File: config.mk
export PLATFORM = sky130hd
export DESIGN_NAME = safe_mode_switch_ctrl
export DESIGN_NICKNAME = d
export VERILOG_FILES = /design/src/rtl/safe_mode_switch_ctrl.sv
export SDC_FILE = /design/constraint.sdc
export NUM_CORES = 1
export LEC_CHECK = 0
export BUFFER_PORTS_ARGS = -buffer_cell sky130_fd_sc_hd__buf_2
export CORE_ASPECT_RATIO = 2
export CORE_UTILIZATION = 40
export CTS_CLUSTER_DIAMETER = 50
export DETAILED_ROUTE_END_ITERATION = 7
export PLACE_DENSITY = 0.63
export SLEW_MARGIN = 0
export SYNTH_ARGS = -nofsm -noshare
export SYNTH_HDL_FRONTEND = slang
export SYNTH_SLANG_ARGS = --single-unit
File: constraint.sdc
create_clock -name clk_i -period 5.1 [get_ports clk_i]
set_input_delay 0.255 -clock clk_i [delete_from_list [all_inputs] [get_ports clk_i]]
set_output_delay 0.255 -clock clk_i [all_outputs]
set_load 0.02 [all_outputs]
File: src/rtl/safe_mode_switch_ctrl.sv
// safe_mode_switch_ctrl: sequences single/DMR/TMR mode changes by parking all cores, applying, then releasing
module safe_mode_switch_ctrl #(
  parameter int NCORES     = 3,
  parameter int TIMEOUT_W  = 16,
  parameter int DEF_MASTER = 0
)(
  input  logic                      clk_i,
  input  logic                      rst_ni,
  input  logic                      switch_req_i,
  input  logic [1:0]                target_mode_i,
  input  logic [$clog2(NCORES)-1:0] target_master_i,
  input  logic [TIMEOUT_W-1:0]      timeout_i,
  input  logic [NCORES-1:0]         core_sleep_i,
  output logic [NCORES-1:0]         core_intr_o,
  output logic                      intc_ack_o,
  output logic [1:0]                mode_o,
  output logic [$clog2(NCORES)-1:0] master_core_o,
  output logic                      busy_o,
  output logic                      done_o,
  output logic                      err_o
);
  localparam int MW = $clog2(NCORES);
  typedef enum logic [2:0] {S_IDLE, S_WAIT, S_APPLY, S_RELEASE, S_ABORT} state_t;
  state_t state, state_nxt;
  logic [TIMEOUT_W-1:0] timer, timer_nxt;
  logic [1:0] tgt_mode, tgt_mode_nxt, mode_nxt;
  logic [MW-1:0] tgt_master, tgt_master_nxt, master_nxt;
  logic [NCORES-1:0] intr_nxt;
  logic ack_nxt, done_nxt, err_nxt, reject;
  assign reject = (target_mode_i == 2'b11) || (32'(target_master_i) >= NCORES);
  // State, latched target and every output are registered; reset returns them all at once
  always_ff @(posedge clk_i or negedge rst_ni) begin
    if (!rst_ni) begin
      state         <= S_IDLE;
      timer         <= '0;
      tgt_mode      <= 2'b00;
      tgt_master    <= MW'(DEF_MASTER);
      core_intr_o   <= '0;
      intc_ack_o    <= 1'b0;
      mode_o        <= 2'b00;
      master_core_o <= MW'(DEF_MASTER);
      busy_o        <= 1'b0;
      done_o        <= 1'b0;
      err_o         <= 1'b0;
    end else begin
      state         <= state_nxt;
      timer         <= timer_nxt;
      tgt_mode      <= tgt_mode_nxt;
      tgt_master    <= tgt_master_nxt;
      core_intr_o   <= intr_nxt;
      intc_ack_o    <= ack_nxt;
      mode_o        <= mode_nxt;
      master_core_o <= master_nxt;
      busy_o        <= state_nxt != S_IDLE;
      done_o        <= done_nxt;
      err_o         <= err_nxt;
    end
  end
  // Next state plus next value of each registered output; all-sleep beats timeout in WAIT
  always_comb begin
    state_nxt      = state;
    timer_nxt      = timer;
    tgt_mode_nxt   = tgt_mode;
    tgt_master_nxt = tgt_master;
    intr_nxt       = core_intr_o;
    ack_nxt        = 1'b0;
    done_nxt       = 1'b0;
    err_nxt        = err_o;
    mode_nxt       = mode_o;
    master_nxt     = master_core_o;
    case (state)
      S_IDLE: if (switch_req_i) begin
        if (reject) err_nxt = 1'b1;
        else begin
          state_nxt      = S_WAIT;
          tgt_mode_nxt   = target_mode_i;
          tgt_master_nxt = target_master_i;
          err_nxt        = 1'b0;
          intr_nxt       = '1;
          timer_nxt      = '0;
        end
      end
      S_WAIT: begin
        timer_nxt = &timer ? timer : timer + TIMEOUT_W'(1);
        if (&core_sleep_i) state_nxt = S_APPLY;
        else if (timeout_i != '0 && timer == timeout_i - TIMEOUT_W'(1)) begin
          state_nxt = S_ABORT;
          intr_nxt  = '0;
          ack_nxt   = 1'b1;
          err_nxt   = 1'b1;
        end
      end
      S_APPLY: begin
        state_nxt  = S_RELEASE;
        intr_nxt   = '0;
        ack_nxt    = 1'b1;
        done_nxt   = 1'b1;
        mode_nxt   = tgt_mode;
        master_nxt = tgt_master;
      end
      default: begin
        state_nxt = S_IDLE;
        intr_nxt  = '0;
      end
    endcase
  end
endmodule
==> results, run 1 <==
- The flow ran to the end, and the final reports show no timing, DRC or antenna violations.
- The first global-routing pass estimated 7810 um of wire.
- The number of global-route vias before repair is 1684.
- The tightest min-delay check is of the input port to asynchronous set/reset pin type.
- The clock network fraction of total power is 28.3%.
- For the worst setup path, the data arrival time is 2540 ps.
- The clock tree from TritonCTS is yes.
- The maximum net fanout on the critical path is 6.
- Measured in cells, the most critical reg-to-reg path has a length of 6.
- The synthesized netlist net count is 242.
- Counting I/O delays and the setup requirement, the final critical path takes 2370 ps.
- The worst reg2reg path endpoint is state[0].
- In the synthesized netlist, the number of instances is 214.
- The worst reg2reg path startpoint is timer[10].
- The leakage power is 0.00103 uW.
- Entering global routing, the biggest net connects 33 pins.
- The flip-flop cell with the highest count after synthesis is sky130_fd_sc_hd__dfrtp_1.
- The cell with the largest stage delay on the worst path is sky130_fd_sc_hd__or3b_2.
- Static timing analysis puts the maximum clock frequency at 0.422 GHz.
- The cell-internal power is 628 uW.
- The cell family with the largest share of critical-path delay is simple AND/OR/NAND/NOR gates.
- On the final layout, the worst clock skew is 4.52 ps.
- The final sum of negative setup slack is 0 ps.
- Clock latency on the worst-skew pair, taken at its later pin, is 290 ps.
- In this design, the stage delay of the slowest critical-path cell is 480 ps.
- The routed layout has 1744 vias.
- At the end of the flow, the number of nets in the layout was 278.
- STA classifies the critical path startpoint as an input port.
- 0 antenna diodes ended up in the layout.
- The clock net sink count is 32.
- The total half-perimeter wirelength after legalization and detailed placement is 3650 um.
- At the pin with the least slew margin, the transition time is 901 ps.
- Across the VDD grid, the largest voltage drop is 0.284 mV.
- The tightest hold path in the finished design has a slack of 21.8 ps.
- The initial DRC count is 40.
- The sequential area share after synthesis is 39.4%.
- The average instance area after synthesis is 9.50 um2.
- The total global routing track utilization is 20.2%.
- For this configuration, the core starts out at a cell density of 41.8%.
- The leftover overflow at the end of global routing is 0.
- For the worst setup path, the data required time is 5270 ps.
- The floorplan row count is 36.
- The full die area is 5390 um2.
- The wire length per cell is 15.7 um.
- The design draws 961 uW.
- After layout, the worst path uses 46.5% of the clock period.
- The core area is 4860 um2.
- In this run the cell area of the synthesized design comes to 2030 um2.
- The filler cells instantiated in the layout total 490.
- STA classifies the critical path endpoint as a flop.
- The routability-driven placement congestion ratio is 0.803.
- The I/O pin total is 37.
- The die extent in y is 103 um.
- Headroom to the max-slew limit came out at 39.9%.
- During placement, the flow inserted port buffers numbering 36.
- The post-cts sizing count is 0.
- The x dimension of the die is 52.4 um.
- The switching power as a share of total power is 34.6%.
- The portion of total power attributed to combinational logic is 31.6%.
- Per report_power, the sequential group accounts for 40.1% of the total.
- The post-route netlist has 25.1% of its cells at a drive strength greater than 1.
- The initial antenna violation count is 0.
- After synthesis the netlist holds a flip-flop and latch count of 32.
- The area growth from synthesis to layout is 16.2%.
- The count of cell types in the netlist is 52.
- The fraction of synthesis flops using an asynchronous set or reset pin is 100%.
- The routed wire length is 4840 um.
- In the final layout, the multi-input gates occupy 1150 um2.
- After clock tree synthesis, the clock-pin slew on the worst setup and hold paths is 70 ps.
- The detail route stage leaves a number of antenna-violating nets equal to 0.
- The total setup violations reported at the end of the flow is 0.
- The number of post-CTS setup repair buffers is 0.
- The area used by sequential logic in the layout is 801 um2.
- The Yosys step of the flow raised 0 warnings.
- The length of the first detailed-routing pass in iterations is 4.
- The buffering stage count on the worst path with inverters included is 2.
- In this run the power spent charging and discharging nets is 332 uW.
- Traced cell by cell, the critical path runs through buf_2, inv_1, ha_1, or3b_2, a211oi_1, o211ai_1, nor4_1, nand4_2, a211o_1.
- The number of buffers on the longest clock path is 2.
- The total number of H-tree levels is 2.
- In this run, synthesis inferred 0 flip-flops with an integrated enable.
- The number of failing hold endpoints at the final stage is 0.
- CTS placed an instance of sky130_fd_sc_hd__clkbuf_8 at the clock tree root.
- The tool flagged a number of max-cap violations equal to 0.
- The max-slew violation count came to 0.
- The number of DRC violations after detailed routing is 0.
- The CTS buffer count is 5.
- The worst setup path is of the input port to flop kind.
- The power per standard cell area is 406 nW/um2.
- Setup repair after global routing left no endpoint under its margin.
- The flop-to-flop setup slack is 2930 ps.
- The via density per instance is 5.66.
- After clock tree synthesis, the flow added hold-fix buffers numbering 0.
## cells in the final DEF, fill, tap and decap left out, types with 3 or more instances in the layout
cell,n
sky130_fd_sc_hd__xnor2_1,17
sky130_fd_sc_hd__nand4_1,7
sky130_fd_sc_hd__mux2_2,8
sky130_fd_sc_hd__a21o_1,3
sky130_fd_sc_hd__xor2_1,13
sky130_fd_sc_hd__nand3_1,8
sky130_fd_sc_hd__inv_1,8
sky130_fd_sc_hd__nor4_1,5
sky130_fd_sc_hd__a21oi_1,7
sky130_fd_sc_hd__nand2_1,13
sky130_fd_sc_hd__clkbuf_8,7
sky130_fd_sc_hd__o21ai_0,9
sky130_fd_sc_hd__and4_1,4
sky130_fd_sc_hd__buf_2,36
sky130_fd_sc_hd__nand3b_1,3
sky130_fd_sc_hd__or3_1,4
sky130_fd_sc_hd__o22ai_1,3
sky130_fd_sc_hd__nor3_1,6
sky130_fd_sc_hd__dfrtp_1,32
sky130_fd_sc_hd__nor2_1,19
## worst register-to-register path, cell delays in order, from the launching register on
cell	delay, ps
sky130_fd_sc_hd__dfrtp_1	420
sky130_fd_sc_hd__xnor2_1	350
sky130_fd_sc_hd__o2111ai_1	200
sky130_fd_sc_hd__a21o_1	240
sky130_fd_sc_hd__a2111oi_4	300
sky130_fd_sc_hd__nand4_2	220
sky130_fd_sc_hd__a211o_1	330
## logic make-up after synthesis
| kind of cell | synth area share [%] |
|---|---|
| AO/OA/AOI/OAI | 13.0 |
| XOR/XNOR | 12.9 |
| adder cells (fa/ha/maj) | 1.23 |
| buffers and inverters | 3.82 |
| flip-flops | 39.4 |
| multiplexers | 4.92 |
| AND/OR/NAND/NOR | 24.7 |
## cell usage after synthesis, drive strengths merged, types with 2 or more instances
cell type	count	area share, %
o22ai	3	0.92
nand2	13	2.4
dfrtp	32	39
nor3	6	1.5
a211oi	2	0.74
a21o	3	1.1
xor2	13	5.6
a21oi	7	1.7
nand4	8	2.8
o21ai	9	2.2
or4	2	0.92
nor3b	2	0.74
and3	2	0.62
nor4	6	2.2
and4	4	1.7
clkbuf	4	1.2
a31oi	2	0.62
nand3	8	2.0
nor2	20	3.8
and2	2	0.62
nand3b	3	1.1
inv	8	1.5
or2	3	0.92
xnor2	17	7.3
or3	5	1.6
buf	3	1.1
ha	2	1.2
mux2	8	4.4
## layout make-up
cell class / count / area share [%]
clock buffer: 7 / 4.08
clock inverter: 1 / 1.27
inverter: 8 / 1.27
multi-input combinational: 167 / 48.9
sequential: 32 / 33.9
tap: 57 / 3.02
timing repair buffer: 36 / 7.62
## power groups by stage
stage          Sequential (uW)  Combinational (uW)  Clock (uW)
2_1_floorplan              412                 194           0
3_3_place_gp               389                 302           0
3_5_place_dp               390                 305           0
4_1_cts                    386                 307         277
5_1_grt                    399                 336         286
6_report                   385                 304         272
## worst max path at each step
stage                 startpoint  endpoint  depth (start not counted)
floorplan           timeout_i[6]  state[0]                          6
global placement    timeout_i[0]  state[0]                          9
detailed placement  timeout_i[0]  state[0]                          9
CTS                 timeout_i[0]  state[0]                          9
global route        timeout_i[0]  state[0]                          9
finish              timeout_i[0]  state[0]                          9
## per-layer routing
metal	routed length [um]	GRT usage, %
met5	0	0
met4	90	9.11
met3	90	2.65
met2	2870	39.8
met1	1790	19.4
## sequential cells by signal (all words and copies together) (netlist names)
register       count
intc_ack_o         1
tgt_master         2
core_intr_o        1
err_o              1
state              3
busy_o             1
timer             16
tgt_mode           2
master_core_o      2
done_o             1
mode_o             2
## metrics by stage
stage,setup WS (ps),instances,instance area (um2),utilization [%]
after floorplan,2860,214,2030,-
after global placement,2500,300,2240,46.0
after detailed placement,2430,300,2240,46.0
after CTS,2730,308,2360,48.6
after global routing,2560,308,2360,48.6
final,2730,308,2360,48.6
No activity file was read; power rests on OpenSTA's default activity.
==> run 2: changes to the inputs <==
Settings changed: ABC_AREA set to 1, PLACE_DENSITY 0.63 to 0.64.
Clock period 5.1 ns to 2.1 ns, I/O delays scaled along.
==> results, run 2 <==
- The run finished with clean final reports.
- Sorting the synthesized cells by how often they occur yields sky130_fd_sc_hd__nand2_1 (105), sky130_fd_sc_hd__inv_1 (45), sky130_fd_sc_hd__nor2_1 (42).
- The library cell used as clock root buffer is sky130_fd_sc_hd__clkbuf_16.
- Leaving out fill and tap cells, the most frequent cells in the layout are sky130_fd_sc_hd__nand2_1 (105), sky130_fd_sc_hd__inv_1 (45), sky130_fd_sc_hd__nor2_1 (42).
- The die extent in y is 111 um.
- The number of failing hold endpoints at the final stage was 0.
- The cell taking the most area after synthesis is sky130_fd_sc_hd__dfrtp_1.
- The total instance count after detailed placement is 460.
- The clock network fraction of total power is 28.6%.
- The synthesized netlist net count is 381.
- The number of antenna diodes in the final layout is 0.
- The critical path goes through xnor2_1, o21ai_0, nand2_1, nand2_1, nor2_1, nand2_1, nor2_1, nand2_1, nand3_1, nand4_1.
- The number of global-route vias before repair is 2566.
- The most frequent cell after synthesis is sky130_fd_sc_hd__nand2_1.
- The first detailed-routing pass ran for 4 iterations.
- The flip-flop cell with the highest count after synthesis is sky130_fd_sc_hd__dfrtp_1.
- The CTS buffer count is 5.
- The count of cell types in the netlist is 34.
- The worst setup path category is flop to flop.
- The average instance area after synthesis is 6.76 um2.
- The power per standard cell area is 1010 nW/um2.
- The flop-to-flop setup slack is 140 ps.
- After detailed routing, the number of remaining DRC violations is 0.
- The initial cell density of the core is 41.8%.
- In the synthesized netlist, the number of instances is 353.
- Data on the critical path is required at its endpoint by 2250 ps.
- Summed over all nets, the switching power comes to 1130 uW.
- After synthesis, the cell types taking the most area are sky130_fd_sc_hd__dfrtp_1 (34%), sky130_fd_sc_hd__nand2_1 (17%), sky130_fd_sc_hd__inv_1 (7.1%).
- After synthesis, the largest area contributor takes up 33.6% of total cell area.
- At the end of the flow, the number of nets in the layout was 436.
- The later pin in the worst-skew pair is clocked with a latency of 290 ps.
- The worst path meets setup with 136 ps of slack.
- The wire length per cell is 14.5 um.
- The clock net in this run drives a total of 32 sinks.
- The initial antenna violation count is 0.
- The floorplan has 39 rows.
- Counting flops and latches in the post-synthesis netlist gives 32.
- The tightest min-delay check is of the input port to flop type.
- The via density per instance is 5.22.
- The wire length of the first global-routing pass is 11200 um.
- The cell-internal power is 1790 uW.
- The sink of the worst hold path is tgt_mode[0].
- During synthesis, Yosys emitted a total of 0 warnings.
- The area growth from synthesis to layout is 21.8%.
- The total number of H-tree levels is 2.
- Setup violations remaining at the end of the flow were counted as 0.
- Along the worst path, the maximum fanout reaches 4.
- The flip-flop count of the largest register, all copies and words added is 16.
- The transition time of the tightest slew-check pin is 733 ps.
- Entering global routing, the biggest net connects 33 pins.
- The floorplan step set the die width to 56.6 um.
- The worst reg2reg path endpoint is busy_o.
- The switching power as a share of total power is 38.7%.
- Sequential cells account for 31.3% of the total power.
- Clock-pin slew was measured on the worst setup and hold paths at 60 ps.
- The worst stage delay on the critical path is 460 ps.
- The most common cell type on the critical path is sky130_fd_sc_hd__nand2_1.
- The number of buffers inserted by port buffering is 36.
- For this block, the initial DRC count from the detailed router was 72.
- The worst setup path is launched from a flop.
- The number of max-cap violations is 0.
- The total global routing track utilization is 23.6%.
- The number of buffers on the longest clock path is 2.
- The top achievable clock speed is 0.509 GHz.
- For this design, the slowest cell found on the critical path is sky130_fd_sc_hd__dfrtp_1.
- The number of antenna-violating nets in the routed design is 0.
- For the final database, setup skew stands at 5.89 ps.
- The largest registers in the layout are timer: 16 flops, state: 3 flops.
- The core area is 5710 um2.
- In the final layout, the share of cells above drive strength 1 is 19.8%.
- After synthesis the cells add up to 2390 um2.
- The normalized max-slew margin is 51.1%.
- The largest register by flop count is timer.
- The depth of the worst register-to-register path is 10.
- Setup repair after global routing left no endpoint under its margin.
- After routing, the total negative slack on setup checks comes to 0 ps.
- OpenSTA, run right after detailed placement, puts the worst setup slack at -33.7 ps.
- The die covers 6300 um2.
- The worst hold path was traced through 3 stages.
- After detailed routing, the total wire length is 6840 um.
- For this run, the register share of the synthesized area comes to 33.6%.
- The count of non-filler cells in the finished layout is 470.
- The number of vias in the routed layout is 2452.
- The I/O pin total is 37.
- The sort of element at the end of the critical path is a flop.
- The max-slew violation count was 0.
- The utilization after layout is 50.9%.
- The worst reg2reg path startpoint is timer[5].
- Leaving out fill and tap cells, the most frequent cell in the layout is sky130_fd_sc_hd__nand2_1.
- TritonCTS built the clock tree.
- The maximum ir drop on the vdd rail is 0.824 mV.
- For the finished layout, the period the worst path requires is 1960 ps.
- Counting flops with a built-in enable in the synthesized netlist gives 0.
- The routability-driven placement congestion ratio is 0.912.
- Detailed placement ended at an HPWL of 5570 um.
- The portion of total power attributed to combinational logic is 40.2%.
- In this run the static leakage power is 0.00151 uW.
- The leftover overflow at the end of global routing is 0.
- The startpoint of the tightest hold check path is target_mode_i[0].
- The data arrival time of the critical path is 2110 ps.
- The post-route clock period utilization is 93.5%.
- The fraction of synthesis flops using an asynchronous set or reset pin is 100%.
-- run 2: layout make-up --
cell class	instances	area, um2
Multi-Input combinational cell	271	1390
Fill cell	610	2800
Inverter	47	176
Tap cell	61	76.3
Sequential cell	32	801
Timing Repair Buffer	51	295
Clock inverter	3	42.5
Clock buffer	5	125
-- run 2: how the worst max path moves through the flow --
stage | start | endpoint | slack [ps] | depth (start not counted)
2_1_floorplan | timer[0] | timer[8] | 380 | 13
3_3_place_gp | timeout_i[0] | busy_o | -3 | 14
3_5_place_dp | timeout_i[0] | busy_o | -30 | 14
4_1_cts | timer[5] | busy_o | 120 | 10
5_1_grt | timer[1] | timer[12] | 10 | 11
6_report | timer[5] | busy_o | 140 | 10
-- run 2: per-stage QoR --
stage               total power (uW)  hold WS [ps]  area [um2]
floorplan                       1670          -191        2390
global placement                2070           205        2720
detailed placement              2090           208        2720
CTS                             2930          98.6        2900
global route                    3120           104        2910
finish                          2930          96.3        2910
-- run 2: cells by family after synthesis --
family                     count (synthesis)  share of synthesized area, %
AOI/OAI and AO/OA                         33                          8.18
and+or+nand+nor                          215                          41.3
DFF                                       32                          33.6
xor gates and xnor gates                  21                          7.71
buffers and inverters                     50                          8.23
adders and majority gates                  2                          1.05
-- run 2: power groups by stage --
stage	Combinational [uW]	Sequential, uW	Clock, uW
after floorplan	674	996	0
final	1180	915	836
after global routing	1320	931	870
after detailed placement	1170	923	0
after global placement	1160	916	0
after CTS	1180	917	843
-- run 2: metal layers --
metal	vias to the layer above	wire length (um)	global-route usage, %
met5	-	0	0
met2	70	3950	46.2
met1	1119	2190	19.3
li1	1231	-	-
met4	0	501	19.8
met3	32	189	2.68
-- run 2: what timing repair did --
| action | 4_1_cts | 5_1_grt |
|---|---|---|
| setup endpoints to repair | 0 | 2 |
| gates resized for setup | 0 | 0 |
| buffers inserted | 0 | 1 |
| hold buffers | 1 | 0 |
| hold endpoints to repair | 32 | 0 |
-- run 2: worst max-delay path: cells and delay by family, from the launching register on --
family           cells  cell delay, ps
AND/OR/NAND/NOR      8             900
flip-flops           1             460
XOR/XNOR             1             330
AO/OA/AOI/OAI        1             140
